**config.mk**
```make
export PLATFORM = sky130hd
export DESIGN_NAME = screen_overlay_ctrl
export DESIGN_NICKNAME = d
export VERILOG_FILES = /design/src/rtl/screen_overlay_ctrl.sv
export SDC_FILE = /design/constraint.sdc
export NUM_CORES = 1
export LEC_CHECK = 0
export CAP_MARGIN = 10
export CORE_MARGIN = 3
export CORE_UTILIZATION = 25
export DETAILED_ROUTE_END_ITERATION = 16
export PLACE_DENSITY_LB_ADDON = 0.2
export RECOVER_POWER = 50
export SYNTH_ARGS = -nofsm -noshare
export SYNTH_HDL_FRONTEND = slang
export SYNTH_SLANG_ARGS = --single-unit
```
**constraint.sdc**
```tcl
create_clock -name clk -period 3.41 [get_ports clk]
set_input_delay 0.682 -clock clk [delete_from_list [all_inputs] [get_ports clk]]
set_output_delay 0.682 -clock clk [all_outputs]
set_load 0.005 [all_outputs]
```
**src/rtl/screen_overlay_ctrl.sv**
```systemverilog
// Full-screen start / game-over / win overlay: FSM, rectangle hit test for a shared bitmap ROM, frame-locked blink.
// Latency: pixel in cycle N -> offsets/insideRectangle in N+1; ROM answer gated into overlay_dr/overlay_RGB in N+2.
// Backpressure: none; the block follows the pixel stream every cycle and cannot stall it.
module screen_overlay_ctrl #(
    parameter int TOP_LEFT_X      = 192,
    parameter int TOP_LEFT_Y      = 80,
    parameter int OBJECT_WIDTH_X  = 256,
    parameter int OBJECT_HEIGHT_Y = 128,
    parameter int BLINK_FRAMES    = 30,
    parameter int MIN_END_FRAMES  = 60
) (
    input  logic        clk,
    input  logic        resetN,
    input  logic        startOfFrame,
    input  logic        gameEnded,
    input  logic        playerWon,
    input  logic        keyStart,
    input  logic [10:0] pixelX,
    input  logic [10:0] pixelY,
    input  logic        bitmapDR,
    input  logic [11:0] bitmapRGB,
    output logic [10:0] offsetX,
    output logic [10:0] offsetY,
    output logic        insideRectangle,
    output logic [1:0]  screenSel,
    output logic        overlay_dr,
    output logic [11:0] overlay_RGB,
    output logic        gameStartPulse,
    output logic [1:0]  overlayState
);

    localparam logic [1:0] S_START = 2'd0;
    localparam logic [1:0] S_PLAY  = 2'd1;
    localparam logic [1:0] S_END   = 2'd2;

    localparam logic [11:0] X_LO       = 12'(TOP_LEFT_X);
    localparam logic [11:0] X_HI       = 12'(TOP_LEFT_X + OBJECT_WIDTH_X);
    localparam logic [11:0] Y_LO       = 12'(TOP_LEFT_Y);
    localparam logic [11:0] Y_HI       = 12'(TOP_LEFT_Y + OBJECT_HEIGHT_Y);
    localparam logic [10:0] X_OFF      = 11'(TOP_LEFT_X);
    localparam logic [10:0] Y_OFF      = 11'(TOP_LEFT_Y);
    localparam logic [15:0] END_MAX    = 16'(MIN_END_FRAMES);
    localparam logic [15:0] BLINK_LAST = 16'(BLINK_FRAMES - 1);

    logic [1:0]  state_q, state_d;
    logic [1:0]  sel_q, sel_d;
    logic [15:0] end_cnt_q, end_cnt_d;
    logic [15:0] blink_cnt_q, blink_cnt_d;
    logic        visible_q, visible_d;
    logic        key_q;
    logic        start_pulse_q, start_pulse_d;
    logic        show_q1, show_q2;
    logic [10:0] offset_x_q, offset_x_d;
    logic [10:0] offset_y_q, offset_y_d;
    logic        inside_q, inside_d;
    logic        key_rise, show, in_x, in_y, transition;

    // Bounds are widened to 12 bits so right/bottom edges never wrap.
    always_comb begin
        in_x       = ({1'b0, pixelX} >= X_LO) && ({1'b0, pixelX} < X_HI);
        in_y       = ({1'b0, pixelY} >= Y_LO) && ({1'b0, pixelY} < Y_HI);
        inside_d   = in_x && in_y;
        offset_x_d = inside_d ? (pixelX - X_OFF) : 11'd0;
        offset_y_d = inside_d ? (pixelY - Y_OFF) : 11'd0;
    end

    assign key_rise = keyStart & ~key_q;

    always_comb begin
        state_d       = state_q;
        sel_d         = sel_q;
        end_cnt_d     = end_cnt_q;
        start_pulse_d = 1'b0;
        case (state_q)
            S_START: begin
                if (key_rise) begin
                    state_d       = S_PLAY;
                    start_pulse_d = 1'b1;
                end
            end
            S_PLAY: begin
                if (gameEnded) begin
                    state_d   = S_END;
                    sel_d     = playerWon ? 2'd2 : 2'd1;
                    end_cnt_d = 16'd0;
                end
            end
            S_END: begin
                if (startOfFrame && (end_cnt_q < END_MAX))
                    end_cnt_d = end_cnt_q + 16'd1;
                if (key_rise && (end_cnt_q == END_MAX)) begin
                    state_d = S_START;
                    sel_d   = 2'd0;
                end
            end
            default: begin
                state_d = S_START;
                sel_d   = 2'd0;
            end
        endcase
        transition = (state_d != state_q);
    end

    // Blink phase only moves on frame boundaries; any state change restarts it visible.
    always_comb begin
        blink_cnt_d = blink_cnt_q;
        visible_d   = visible_q;
        if (transition) begin
            blink_cnt_d = 16'd0;
            visible_d   = 1'b1;
        end else if ((BLINK_FRAMES != 0) && startOfFrame) begin
            if (blink_cnt_q == BLINK_LAST) begin
                blink_cnt_d = 16'd0;
                visible_d   = ~visible_q;
            end else begin
                blink_cnt_d = blink_cnt_q + 16'd1;
            end
        end
    end

    assign show = (state_q != S_PLAY) && visible_q;

    always_ff @(posedge clk or negedge resetN) begin
        if (!resetN) begin
            state_q       <= S_START;
            sel_q         <= 2'd0;
            end_cnt_q     <= 16'd0;
            blink_cnt_q   <= 16'd0;
            visible_q     <= 1'b1;
            key_q         <= 1'b0;
            start_pulse_q <= 1'b0;
            show_q1       <= 1'b0;
            show_q2       <= 1'b0;
            offset_x_q    <= 11'd0;
            offset_y_q    <= 11'd0;
            inside_q      <= 1'b0;
        end else begin
            state_q       <= state_d;
            sel_q         <= sel_d;
            end_cnt_q     <= end_cnt_d;
            blink_cnt_q   <= blink_cnt_d;
            visible_q     <= visible_d;
            key_q         <= keyStart;
            start_pulse_q <= start_pulse_d;
            show_q1       <= show;
            show_q2       <= show_q1;
            offset_x_q    <= offset_x_d;
            offset_y_q    <= offset_y_d;
            inside_q      <= inside_d;
        end
    end

    assign offsetX         = offset_x_q;
    assign offsetY         = offset_y_q;
    assign insideRectangle = inside_q;
    assign screenSel       = sel_q;
    assign gameStartPulse  = start_pulse_q;
    assign overlayState    = state_q;
    assign overlay_dr      = bitmapDR & show_q2;
    assign overlay_RGB     = overlay_dr ? bitmapRGB : 12'h000;

endmodule

```
# Yosys cells after proc, flatten, opt, wreduce, memory -nomap -nowiden
# Cells that the tools add are included.
[word_totals]
wordCells = 70
ff_bits = 64
[classes]
mux = 22
bitwise = 5
n_lt_le_gt_ge = 5
n_eq_ne = 9
add_sub_neg = 4
n_reduce_logical = 13
[ops]
columns = ["cell", "n"]
rows = [
  ["$mux 16", 5],
  ["$add 16x1->16 const B", 2],
  ["$pmux 16 s2", 1],
  ["$mux 11", 2],
  ["$eq 16x5->1 const B", 1],
  ["$eq 16x6->1 const B", 1],
  ["$lt 16x6->1 const B", 1],
  ["$mux 12", 1],
  ["$mux 2", 6],
  ["$pmux 2 s3", 2],
  ["$ge 11x7->1 const B", 1],
  ["$ge 11x8->1 const B", 1],
  ["$lt 11x8->1 const B", 1],
  ["$lt 11x9->1 const B", 1],
  ["$sub 11x7->11 const B", 1],
  ["$sub 11x8->11 const B", 1],
  ["$logic_and 1x1->1", 6],
  ["$ne 2x2->1 const B", 3],
  ["$reduce_and 3->1", 2],
  ["$reduce_bool 2->1", 3],
  ["$mux 1", 5],
  ["$not 1->1", 3],
  ["$and 1x1->1", 2],
  ["$eq 2x1->1 const B", 1],
  ["5 further kinds", 5],
]

# Depth between registers and ports, before layout
[depth]
ltp_word = 8
mapped_depth = 8

# Worst setup path before layout
# No wires, ideal clock.
[synth_timing]
kind = "register to register"
from = "register blink_cnt_q[1]"
to = "register blink_cnt_q[6]"
setup_ps = 123
path_stages_with_launch = 8
path_buffers = 0
setup_slack_ps = 1493
t_arrival_ps = 1793
cell_sequence = "dfrtp_1 > inv_1 > ha_1 > or4b_4 > nor4_4 > nand2b_1 > or3b_1 > a21oi_1"
[synth_between]
elab_chain_cells = 4
elab_cells_between_ends = 5
[synth_rtl]
columns = ["item", "line", "rtl"]
rows = [
  ["start, declared", "48", "logic [15:0] blink_cnt_q, blink_cnt_d;"],
  ["start signal, assigned", "141", "blink_cnt_q <= blink_cnt_d;"],
  ["$add 16x1->16 / $eq 16x5->1 (equally long branches)", "116, 112", ""],
  ["$mux 16 (*)", "112", "if (blink_cnt_q == BLINK_LAST) begin"],
  ["$mux 16 (*)", "111", "end else if ((BLINK_FRAMES != 0) && startOfFrame) begin"],
  ["$mux 16 (*)", "108", "if (transition) begin"],
]
# Mark *: on every way between the ends. The rest lies on a longest branch, timed or not. The select of a mux whose other input is x is not followed.
# A chain may end at the register's enable or synchronous reset.

# Worst setup path in the final report
[layout_timing]
from = "input port bitmapDR"
to = "output port overlay_RGB[7]"
[layout_between]
elab_chain_cells = 2
[layout_rtl]
columns = ["item", "line", "rtl"]
rows = [
  ["start, declared", "20", "input logic bitmapDR,"],
  ["$and 1x1->1", "159", "assign overlay_dr = bitmapDR & show_q2;"],
  ["$mux 12", "160", "assign overlay_RGB = overlay_dr ? bitmapRGB : 12'h000;"],
  ["end, declared", "27", "output logic [11:0] overlay_RGB,"],
]
# Every way passes these cells.

==> flow_summary.toml <==
[run_status]
status = "finished with violations"
violations = "capacitance limit, slew limit"

[worst_hold_path]
hold_start = "show_q1$_DFF_PN0_"
worstHoldPathCells = 0
hp-class = "reg -> reg"
hold_path_end = "show_q2$_DFF_PN0_"

[clock_network]
clock_sinks = 64
numCtsBuffers = 9
root_buffer = "clkbuf_16"
cts_max_path_buffers = 2
insertion_delay_ns = 0.33
postCtsSetupBuffers = 0
cts_resized = 0
htree_levels = 3
tritoncts = "done"
cts.clk_slew.worst_paths_ns = 0.05
ctsHoldBuffers = 0

[yosys]
synthSimpleGateAreaFrac_pct = 28.6
async_reset_ff_share_pct = 100
syn_inst = 285
synthMuxAreaShare_pct = 0.721
ys_warn_count = 0
yosysUniqueCellTypes = 40
yosysTopAreaCell = "dfrtp_1"
synth_commonest_cells = "dfrtp_1 (63), nor2_1 (32), and2_1 (28)"
synth_seq_cells = 64
syn_area_mm2 = 0.00295
yosysSeqAreaShare_pct = 54.3
synth_fa_ha_area_share_pct = 2.97
synthFlopType = "dfrtp_1"
syn_avg_cell_area_um2 = 10.3
synth_top_family_by_area = "simple AND/OR/NAND/NOR gates"
synth-compound-area-share_pct = 6.28
synth_top_area_share_pct = 53.5
syn_nets = 333
synth-xor-area-share_pct = 4.75
synth_area_leaders = "dfrtp_1 (53%), and2_1 (5.9%), nor2_1 (4.1%)"
synth_edf_count = 0
yosysMostFrequentCell = "dfrtp_1"

[sta]
fmax_mhz = 373
tns_ns = 0
min_period_over_period_pct = 78.5
hold_ws_ns = 0.346
skew_ns = 0.00610
relSlewSlack_pct = -16.1
setup_ws_ns = 0.732
layout_min_cycle_time_ns = 2.68
rsz0062_at_grt = "no"
hold_violations = 0
final-max-slew-violation-count = 32
setup_viol = 0
tightest_slew_ns = 1.74

[setup_path]
critPathMostFrequentCell = "clkdlybuf4s50_1"
required_ns = 2.73
ff2ff_path_depth = 7
path_class = "in -> out"
r2r_start = "blink_cnt_q[1]$_DFFE_PN0P_"
rrSetupSlack_ns = 1.14
arrival_ns = 2.00
startpoint_type = "input port"
cpMaxStageDelayCell = "clkdlybuf4s50_1"
endpoint_kind = "output port"
crit_start = "bitmapDR"
r2r-end = "blink_cnt_q[10]$_DFFE_PN0P_"
crit_buf_inv = 2
cp_max_fo = 13
critPathTopFamily = "buffers and inverters"
critical_path.cell_chain = "clkdlybuf4s50_1, and3_1, clkdlybuf4s50_1"
cp_slowest_stage_delay_ns = 0.62

[floorplan]
core_mm2 = 0.0115
die_y_um = 115
initial_utilization_pct = 25.7
ios = 82
rows = 39
dieArea_mm2 = 0.0131
dieWidth_um = 115

[drt]
num_vias = 2369
avgRoutedWirePerCell_um = 13.4
dr.pass1.iters = 4
post-route-drc-count = 0
viasPerCell = 4.56
ant_nets = 0
drt_iter0_drc = 57
wirelength_um = 6980

[power_and_ir_drop]
finalPower_mw = 2.15
leakage_nw = 1.92
vdd_drop_max_mv = 0.202
p_per_area_mw_per_mm2 = 511

[global_routing]
grt_use_total_pct = 11.5
grt_pass1_vias = 2352
grt_pass1_wl_um = 11900
grt_max_degree = 32
globalRouteOverflowTotal = 0
antenna_found_initial = 0

[place]
placed_cells = 504
portBuffers = 81
dp_hpwl_um = 5040
globalplace.congestion = 0.802
dpl_cell_area_mm2 = 0.00393
post-place-ws_ns = 0.710

[cells_and_area]
fillers = 1176
final_core_util_pct = 36.6
stdcell_count = 520
seq_area_mm2 = 0.00160
drive_above_1_share_pct = 6.63
nets = 420
diodes = 0
multi_input_comb_area_mm2 = 0.00128
design_area_mm2 = 0.00420
area_delta_synth_final_pct = 42.5

[run]
max_cap_viol_count = 1
-- final cells by class --
cell class | instances | area share, %
tap | 143 | 4.26
inverter | 10 | 0.893
clock inverter | 4 | 0.685
multi-input combinational | 203 | 30.4
sequential | 64 | 38.1
clock buffer | 12 | 6.10
timing repair buffer | 84 | 19.5
-- routing by layer --
metal  vias to the layer above  part of all wire [%]  routed length [um]  track usage [%]
met5                         -                     0                   0                0
met4                         0                   1.6                 112             4.51
met3                        11                    11                 788             5.44
met2                        95                    42                2910             17.0
met1                      1106                    45                3170             14.4
li1                       1157                     -                   -                -
-- where the power goes --
group	switching, mW	total (mW)	internal (mW)
combinational	0.176	0.387	0.212
clock	0.338	0.869	0.531
sequential	0.0702	0.891	0.821
total	0.583	2.15	1.56
-- state kept, by name, summed over array words and instances (netlist names) --
register,cells
gameStartPulse,1
show_q2,1
offsetX,11
blink_cnt_q,16
offsetY,11
key_q,1
visible_q,1
insideRectangle,1
screenSel,2
show_q1,1
end_cnt_q,16
overlayState,2
-- kinds of logic after synthesis --
logic type      after synthesis
mux                           2
xor+xnor                     16
compound gates               33
buf+inv                      18
fa+ha+maj                     7
flops                        64
simple gates                145
-- worst max path at each step --
stage	endpoint	slack [ns]	depth (start not counted)
after global routing	offsetX[9]$_DFF_PN0_	0.43	2
after floorplan	blink_cnt_q[6]$_DFFE_PN0P_	1.49	7
final	overlay_RGB[7]	0.73	3
after global placement	overlay_RGB[1]	0.73	3
after detailed placement	overlay_RGB[4]	0.71	3
after CTS	overlay_RGB[4]	0.71	3
-- cells in the final DEF, fill, tap and decap left out, types with 2 or more instances in the layout --
cell	Yosys	routed
or2_2	3	2
and2_1	28	21
nor2_1	32	32
nand2_1	17	17
and3_1	18	18
clkinvlp_4	0	2
clkdlybuf4s50_1	0	73
or3b_1	3	3
a31oi_1	2	2
xnor2_1	7	7
clkbuf_16	0	9
nor4_4	2	2
and4_1	3	3
inv_1	10	10
dfrtp_1	63	63
ha_1	7	7
nor3_1	5	5
clkbuf_8	0	2
or4_1	5	5
nor4_1	3	3
dlygate4sd3_1	0	7
a21oi_1	14	14
nand3_1	8	8
o21ai_0	10	10
o21ai_1	2	2
and2_0	0	7
nand2b_1	5	5
clkbuf_1	7	4
nand4_1	6	6
xor2_1	9	9
(Power assumes the default switching activity.)
